## config.mk

```make
export PLATFORM = sky130hd
export DESIGN_NAME = mult_result_queue
export DESIGN_NICKNAME = d
export VERILOG_FILES = /design/src/rtl/mult_result_queue.sv
export SDC_FILE = /design/constraint.sdc
export NUM_CORES = 1
export LEC_CHECK = 0
export BUFFER_PORTS_ARGS = -buffer_cell sky130_fd_sc_hd__buf_2
export CAP_MARGIN = 20
export CORE_MARGIN = 1.5
export CORE_UTILIZATION = 30
export CTS_BUF_LIST = sky130_fd_sc_hd__clkbuf_8
export CTS_CLUSTER_DIAMETER = 40
export CTS_CLUSTER_SIZE = 16
export DETAILED_ROUTE_END_ITERATION = 16
export PLACE_DENSITY = 0.5
export SLEW_MARGIN = 30
export SYNTH_ARGS = -nofsm -noshare
export SYNTH_HDL_FRONTEND = slang
export SYNTH_SLANG_ARGS = --single-unit
```

## constraint.sdc

```tcl
create_clock -name clk_i -period 7 [get_ports clk_i]
set_input_delay 1.05 -clock clk_i [delete_from_list [all_inputs] [get_ports clk_i]]
set_output_delay 1.05 -clock clk_i [all_outputs]
set_load 0.005 [all_outputs]
```

## src/rtl/mult_result_queue.sv

```systemverilog
// mult_result_queue: completion and flow-control stage that sits behind pipe_mult.
// Launches are gated by a credit counter so every result that leaves the
// non-stallable multiplier is guaranteed a slot in the tagged result FIFO.
module mult_result_queue #(
    parameter int BIT_WIDTH = 32,
    parameter int STAGES    = 8,
    parameter int TAG_WIDTH = 5,
    parameter int DEPTH     = 8
) (
    input  logic                 clk_i,
    input  logic                 rst_i,
    input  logic                 issue_valid_i,
    input  logic [TAG_WIDTH-1:0] issue_tag_i,
    output logic                 issue_ready_o,
    output logic                 start_o,
    input  logic [BIT_WIDTH-1:0] product_i,
    input  logic                 done_i,
    output logic                 wb_valid_o,
    output logic [BIT_WIDTH-1:0] wb_data_o,
    output logic [TAG_WIDTH-1:0] wb_tag_o,
    input  logic                 wb_ready_i,
    output logic                 err_o
);

    localparam int PTR_W = (DEPTH > 1) ? $clog2(DEPTH) : 1;
    localparam int CNT_W = $clog2(DEPTH + 1);
    localparam logic [CNT_W-1:0] DEPTH_C = CNT_W'(DEPTH);

    logic [CNT_W-1:0]     reserved_q, reserved_d;
    logic [CNT_W-1:0]     count_q, count_d;
    logic [PTR_W-1:0]     wrPtr_q, wrPtr_d;
    logic [PTR_W-1:0]     rdPtr_q, rdPtr_d;
    logic                 err_q, err_d;
    logic [STAGES-1:0]    tagValid_q;
    logic [TAG_WIDTH-1:0] tagPipe_q [STAGES];
    logic [BIT_WIDTH-1:0] dataMem_q [DEPTH];
    logic [TAG_WIDTH-1:0] tagMem_q  [DEPTH];

    logic                 issueFire;
    logic                 wbFire;
    logic                 expValid;
    logic [TAG_WIDTH-1:0] expTag;
    logic                 push;

    // A credit is consumed at launch and returned only when writeback pops.
    assign issue_ready_o = (reserved_q != DEPTH_C) & ~rst_i;
    assign start_o       = issue_valid_i & issue_ready_o;
    assign issueFire     = start_o;

    assign expValid = tagValid_q[STAGES-1];
    assign expTag   = tagPipe_q[STAGES-1];
    assign push     = expValid;

    // Head is shown ahead; outputs read as zero while the FIFO is empty.
    assign wb_valid_o = (count_q != '0);
    assign wbFire     = wb_valid_o & wb_ready_i;
    assign wb_data_o  = wb_valid_o ? dataMem_q[rdPtr_q] : '0;
    assign wb_tag_o   = wb_valid_o ? tagMem_q[rdPtr_q]  : '0;
    assign err_o      = err_q;

    // Next-state for credits, FIFO occupancy/pointers and the sticky error flag.
    always_comb begin
        reserved_d = reserved_q;
        count_d    = count_q;
        wrPtr_d    = wrPtr_q;
        rdPtr_d    = rdPtr_q;
        err_d      = err_q;

        case ({issueFire, wbFire})
            2'b10:   reserved_d = reserved_q + CNT_W'(1);
            2'b01:   reserved_d = reserved_q - CNT_W'(1);
            default: reserved_d = reserved_q;
        endcase

        case ({push, wbFire})
            2'b10:   count_d = count_q + CNT_W'(1);
            2'b01:   count_d = count_q - CNT_W'(1);
            default: count_d = count_q;
        endcase

        if (push) begin
            wrPtr_d = wrPtr_q + PTR_W'(1);
        end
        if (wbFire) begin
            rdPtr_d = rdPtr_q + PTR_W'(1);
        end

        // Either a result arrived with no op expected, or an expected op never showed.
        if (expValid ^ done_i) begin
            err_d = 1'b1;
        end
    end

    // Control state register; reset discards credits, FIFO contents and the error.
    always_ff @(posedge clk_i) begin
        if (rst_i) begin
            reserved_q <= '0;
            count_q    <= '0;
            wrPtr_q    <= '0;
            rdPtr_q    <= '0;
            err_q      <= 1'b0;
        end else begin
            reserved_q <= reserved_d;
            count_q    <= count_d;
            wrPtr_q    <= wrPtr_d;
            rdPtr_q    <= rdPtr_d;
            err_q      <= err_d;
        end
    end

    // Shadow valid pipeline that mirrors the multiplier's occupancy.
    always_ff @(posedge clk_i) begin
        if (rst_i) begin
            tagValid_q <= '0;
        end else begin
            tagValid_q[0] <= start_o;
            for (int i = 1; i < STAGES; i++) begin
                tagValid_q[i] <= tagValid_q[i-1];
            end
        end
    end

    // Tag payload travels alongside the valid bits; it is only meaningful when valid.
    always_ff @(posedge clk_i) begin
        tagPipe_q[0] <= issue_tag_i;
        for (int i = 1; i < STAGES; i++) begin
            tagPipe_q[i] <= tagPipe_q[i-1];
        end
    end

    // Result storage; credits guarantee a free slot whenever an op emerges.
    always_ff @(posedge clk_i) begin
        if (push && !rst_i) begin
            dataMem_q[wrPtr_q] <= product_i;
            tagMem_q[wrPtr_q]  <= expTag;
        end
    end

endmodule

```

### Word-level counts from Yosys, hierarchy flattened

Memory sizes are Yosys's and may differ from the RTL's. A register that Yosys moved wholly into a read port is not among the register bits.
Index checks and enable logic that the tools add are counted.

* equal/unequal tests: 5
* mux-type cells: 10
* reductions and logical operators: 5
* add/subtract/negate cells: 6
* bitwise gates (word level): 5

Operators with widths (number)
* $mux 32: 1
* $pmux 4 s2: 2
* $mux 3: 4
* $add 4x1->4 const B: 2
* $sub 4x1->4 const B: 2
* $add 3x1->3 const B: 2
* $mux 5: 1
* $eq 2x1->1 const B: 2
* $eq 2x2->1 const B: 2
* $ne 4x4->1 const B: 1
* $reduce_bool 2->1: 2
* $reduce_bool 4->1: 1
* $and 1x1->1: 3
* $mux 1: 2
* $logic_and 1x1->1: 1
* $logic_not 1->1: 1
* $not 1->1: 1
* $xor 1x1->1: 1

* word-level logic and storage cells: 40
* memories: 3
* bits in writable memories: 336
* flip-flop bits (word level): 23

Memory list
* dataMem_q: words 8, width 32, read ports 1, clocked after Yosys merged registers in 1, write ports 1, line 36 `logic [BIT_WIDTH-1:0] dataMem_q [DEPTH];`
* tagMem_q: words 8, width 5, read ports 1, clocked after Yosys merged registers in 1, write ports 1, line 37 `logic [TAG_WIDTH-1:0] tagMem_q [DEPTH];`
* tagPipe_q: words 8, width 5, read ports 8, clocked after Yosys merged registers in 0, write ports 8, line 35 `logic [TAG_WIDTH-1:0] tagPipe_q [STAGES];`

### Longest topological paths before layout

Gate-level depths: netlist (run 1).

* word-level depth: 5
* depth in mapped cells: 12
* depth with buffers taken out: 10

### Worst setup path before layout (run 1)

No wires, ideal clock.

* path kind: input port to flip-flop
* start: input port rst_i
* end: memory dataMem_q[0][0], enable pin
* arrival time: 4.871 ns
* library setup time: 0.524 ns
* path slack: 1.605 ns
* stages: 3
* data required time: 6.476 ns
* path through: clkbuf_8 -> buf_6 -> nor4_1

* word-level cells in the longest chain between the ends: 4

RTL lines
* from (decl): line 11 `input logic rst_i,`
* $logic_not 1->1: line 133 `if (push && !rst_i) begin`
* $logic_and 1x1->1: line 133
* $mux 1: line 133
* $mux 1 (implied by the code): line 134 `dataMem_q[wrPtr_q] <= product_i;`
* to (decl): line 36

No other way between the ends.

==> results of run 1 <==
[layout make-up]
class,count,area share
Antenna cell,2,0.000318
Inverter,9,0.00214
Clock buffer,55,0.0481
Clock inverter,49,0.0415
Sequential cell,362,0.649
Multi-Input combinational cell,244,0.181
Timing Repair Buffer,93,0.0313
Tap cell,585,0.0465
[critical path, delay by kind of cell, from the launching register on]
kind	cells	cell delay (ns)
buf+inv	2	0.90
flops	1	0.91
mux	2	0.83
simple gates	1	0.07
[routing by layer]
| metal | part of all wire | global-route usage | vias to the layer above |
|---|---|---|---|
| met1 | 0.46 | 0.164 | 3127 |
| met2 | 0.46 | 0.193 | 130 |
| met3 | 0.056 | 0.0319 | 57 |
| met4 | 0.025 | 0.0516 | 8 |
| met5 | 0.0019 | 0 | - |
| li1 | - | - | 2813 |
[state kept, by name, indices dropped and copies added, names as in the netlist, named ones only]
name / flops
count_q: 4
dataMem_q: 256
err_o: 1
rdPtr_q: 3
reserved_q: 4
tagMem_q: 40
tagPipe_q: 40
tagValid_q: 8
wrPtr_q: 3
[placed cells by master (no fill, tap or decap), types with 2 or more instances in the layout]
master      count
edfxtp_1      296
buf_2          82
mux4_2         74
dfxtp_1        63
nor2_1         60
clkbuf_8       55
mux2i_1        40
clkinvlp_4     13
inv_1          12
bufinv_16      12
buf_4          11
xor2_1          7
nor2b_1         7
ha_1            7
inv_6           7
nand2_1         6
nor2_4          6
a21oi_1         6
clkinv_4        5
inv_8           4
nor4_2          3
nand3_1         3
dfxtp_4         3
diode_2         2
nand3b_1        2
o21ai_0         2
xnor2_1         2
clkinv_1        2
clkinv_2        2
[worst paths after layout]
path | endpoint | slack, ns | start | cells past startpoint
worst max register to register | reserved_q[3] | 3.89 | count_q[0] | 10
worst min-delay path | tagPipe_q[0][18] | 0.32 | tagPipe_q[0][13] | 0
worst max-delay path | wb_tag_o[4] | 2.55 | register | 5
worst min register to register | tagPipe_q[0][18] | 0.32 | tagPipe_q[0][13] | 0
[power by group through the flow]
stage / logic, mW / clock network (mW) / registers [mW]
2_1_floorplan: 0.578 / 0 / 2.42
3_3_place_gp: 0.787 / 0 / 2.50
3_5_place_dp: 0.789 / 0 / 2.50
4_1_cts: 0.790 / 2.24 / 2.45
5_1_grt: 0.850 / 2.33 / 2.46
6_report: 0.758 / 2.17 / 2.44
[metrics by stage]
step	instances	hold slack [ns]	area, sq um	total power, mW
2_1_floorplan	648	0.310	13200	2.99
3_3_place_gp	1293	0.311	14300	3.28
3_5_place_dp	1293	0.312	14300	3.28
4_1_cts	1397	0.317	15700	5.48
5_1_grt	1397	0.327	15700	5.64
6_report	1399	0.320	15800	5.37
[cell families after synthesis]
group,share of synthesized area
mux,0.156
xor+xnor,0.00597
compound gates,0.00663
fa+ha+maj,0.00814
buf+inv,0.0158
flops,0.773
simple gates,0.0344
==> flow_summary.toml, run 1 <==
[setup_path]
cp-start-kind = "register"
cp_data_arrival_time_ns = 3.40
criticalPathCategory = "reg -> out"
crit_path_cell_trace = "buf_4, mux4_2, mux2i_1, nor2_1, buf_2"
endpoint_kind = "primary output"
cp_slowest_cell = "dfxtp_4"
required_ns = 5.95
critPathMaxFanout = 41
cp_slowest_stage_delay_ns = 0.91

[yosys]
synthesis.nets = 698
yosys.area.top_type = "edfxtp_1"
seq_area_frac_synth = 0.773
yosysWarnings = 0
syn_inst = 648
synth.top_cells.by_area = "edfxtp_1 (67%), mux4_2 (13%), dfxtp_1 (10%)"
yosys-top-cells-count = "edfxtp_1 (296), mux4_2 (74), dfxtp_1 (66), nor2_1 (66), mux2i_1 (40)"
synthDistinctLibCells = 40
synth-edff-count = 296
yosys.area.top_type_share = 0.673
synth_flop_cell = "edfxtp_1"
async_reset_ff_frac = 0
syn_area_sq_um = 13200
ys_ff_latch = 362
yosysMostFrequentCell = "edfxtp_1"
syn_avg_cell_area_sq_um = 20.4

[place]
port_buffers = 82
dpl_worst_slack_ns = 3.03
dp_hpwl_um = 13800
routabilityCongestion = 0.670

[sta]
grt_setup_unrepaired = "no"
fin_worst_skew_ns = 0.0389
fin_crit_ns = 4.45
finalSetupViolations = 0
slew_violations = 0
worstMarginPinSlew_ns = 0.858
fmax_mhz = 225
post-route-period-util = 0.636
hold_viol = 0
slew_headroom = 0.428
tns_ns = 0
setup_slack_ns = 2.55

[power_and_ir_drop]
p_switching_mw = 1.40
intPower_mw = 3.97
p_seq_frac = 0.455
ir_worst_vdd_v = 0.000168
p_sw_frac = 0.260
clkPwrFrac = 0.404
p_comb_frac = 0.141
leakage_nw = 5.08
power_per_cell_area_nw_per_um2 = 341

[floorplan]
die_w_um = 213
chipHeight_um = 213
dieArea_sq_um = 45300
ioPinCount = 83
initial_utilization = 0.305
core_region_area_sq_um = 43300
num_rows = 76

[min_path]
min_path_type = "reg -> reg"

[detailed_routing]
dr_total_vias = 6135
vias_per_cell = 4.39
wirelength_um = 26800
final_antenna_net_count = 0
drc = 0
drt_first_pass_iters = 4
drt_iter0_drc = 269
wire_per_inst_um = 19.2

[clock_tree]
cts_made_buffers = 55
clockBufferDepth = 3
htree_levels = 2
cts_sinks = 362
clk_pin_slew_ns = 0.07
hold_buffers = 0
cts-root-buf = "clkbuf_8"
tritoncts = "yes"
clk_latency_ns = 0.65
post_cts_buffers = 0
cts.repair.resized = 0

[layout]
multi_input_area_sq_um = 2860
layout-drive-gt1-share = 0.345
seq_area_sq_um = 10200
syn_to_final_growth_pct = 19.2
utilization = 0.364
nFillCells = 4038
fin_nets = 815

[global_routing]
grt_max_degree = 42
grt_pass1_wl_um = 40700
grt_antenna_before_repair = 5
grtUsageTotal = 0.124
grt_pass1_vias = 6518
grt_overflow = 0

[job]
drv_cap = 0

[run_status]
outcome = "completed"
Power figures use the tool's default switching activity.
==> run 2: changes to the inputs <==
clock period = 4.35 ns   (was 7 ns; I/O delays follow)
==> run 2 against run 1 <==
Compared with the run above:
- global-route usage decreased by 0.14 points
- highest routed layer unchanged
- sequential share of layout area increased by 0.37 points
- sequential power increased by 61%
- largest cell class unchanged
- via count increased by 0.47%
- setup slack got worse by 1.7 ns
- final cell count decreased by 0.14%
- total power increased by 54%
- critical endpoint is now wb_data_o[20]
- final area decreased by 0.56%
==> flow_summary.toml, run 2 (synthesis results as in run 1) <==
[run_status]
outcome = "completed"

[clock_tree]
cts.repair.resized = 0
cts_made_buffers = 52
cts-root-buf = "clkbuf_8"
tritoncts = "yes"
post_cts_buffers = 0
cts_sinks = 362
htree_levels = 2
clk_pin_slew_ns = 0.07
clockBufferDepth = 3
hold_buffers = 0
clk_latency_ns = 0.66

[layout]
final_cell_mix = "edfxtp_1 (296), buf_2 (82), mux4_2 (74)"
top_register = "dataMem_q"
layout_commonest_cell = "edfxtp_1"
multi_input_area_sq_um = 2860
nFillCells = 4030
reg_top3 = "dataMem_q (256), tagMem_q (40), tagPipe_q (40)"
syn_to_final_growth_pct = 18.5
seq_area_sq_um = 10200
layout-drive-gt1-share = 0.348
largest_reg_flops = 256
design_area_sq_um = 15700
fin_nets = 817

[setup_path]
critical_path_depth = 5
cp_data_arrival_time_ns = 2.81
cp-endpoint = "wb_data_o[20]"
criticalPathCategory = "reg -> out"
endpoint_kind = "primary output"
required_ns = 3.70
critPathMaxFanout = 38
timing.rr.start = "count_q[0]"
cp-start-kind = "register"
r2r_slack_ns = 1.75
crit_family = "flip-flops"
crit_path_cell_trace = "buf_12, mux4_2, mux2i_1, nor2_1, buf_2"
worstRegToRegCells = 9
cp_slowest_stage_delay_ns = 0.89
critPathBufInv = 2
r2r-end = "reserved_q[3]"
cp_slowest_cell = "dfxtp_4"

[job]
drv_cap = 0

[detailed_routing]
drt_iter0_drc = 355
wirelength_um = 26900
drt_first_pass_iters = 4
dr_total_vias = 6164
final_antenna_net_count = 0
vias_per_cell = 4.41
wire_per_inst_um = 19.2
drc = 0

[sta]
slew_violations = 0
fin_crit_ns = 3.46
slew_headroom = 0.427
post-route-period-util = 0.796
tns_ns = 0
fmax_mhz = 289
hold_viol = 0
fin_worst_skew_ns = 0.0585
worstMarginPinSlew_ns = 0.859
grt_setup_unrepaired = "no"
finalSetupViolations = 0

[global_routing]
grt_overflow = 0
grt_pass1_wl_um = 40300
grtUsageTotal = 0.122
grt_max_degree = 52
grt_antenna_before_repair = 6
grt_pass1_vias = 6618

[place]
dp_hpwl_um = 14700
routabilityCongestion = 0.694
port_buffers = 82
place_area_sq_um = 14400

[power_and_ir_drop]
totalPowerFinal_mw = 8.27
ir_worst_vdd_v = 0.000210
leakage_nw = 5.05
power_per_cell_area_nw_per_um2 = 528

[floorplan]
ioPinCount = 83
dieArea_sq_um = 45300
initial_utilization = 0.305
core_region_area_sq_um = 43300
die_w_um = 213
chipHeight_um = 213
num_rows = 76

[min_path]
min_path_type = "in -> reg"
==> run 2: stage by stage <==
step	utilization	worst slack, ns	hold slack [ns]	cells
2_1_floorplan	-	-0.647	0.310	648
3_3_place_gp	0.333	1.42	0.311	1298
3_5_place_dp	0.333	1.41	0.312	1298
4_1_cts	0.362	0.712	0.0668	1396
5_1_grt	0.362	0.591	0.0807	1396
6_report	0.362	0.888	0.141	1397
==> run 2: power breakdown <==
group	switching (mW)	total [mW]	internal (mW)	leakage, nW
combinational	0.601	1.24	0.637	1.23
sequential	0.137	3.92	3.79	3.21
clock	1.53	3.10	1.58	0.608
==> run 2: layout make-up <==
class / count / area share
Antenna cell: 1 / 0.000160
Clock buffer: 54 / 0.0474
Clock inverter: 44 / 0.0315
Inverter: 9 / 0.00216
Multi-Input combinational cell: 244 / 0.183
Sequential cell: 362 / 0.652
Tap cell: 585 / 0.0467
Timing Repair Buffer: 98 / 0.0371
==> run 2: per-layer routing <==
metal	routed length, um	share of wire	track usage
met5	46	0.0017	0
met4	541	0.020	0.0411
met3	1580	0.059	0.0402
met2	12500	0.46	0.193
met1	12200	0.46	0.158
==> run 2: worst min path at each step <==
stage / endpoint / slack [ns] / start / cells past startpoint
2_1_floorplan: tagPipe_q[0][10] / 0.31 / tagPipe_q[0][5] / 0
4_1_cts: tagPipe_q[0][4] / 0.07 / issue_tag_i[4] / 1
6_report: tagPipe_q[0][3] / 0.14 / issue_tag_i[3] / 1
5_1_grt: tagPipe_q[0][3] / 0.08 / issue_tag_i[3] / 1
3_5_place_dp: tagPipe_q[1][4] / 0.31 / tagPipe_q[0][19] / 0
3_3_place_gp: tagPipe_q[0][13] / 0.31 / tagPipe_q[0][8] / 0
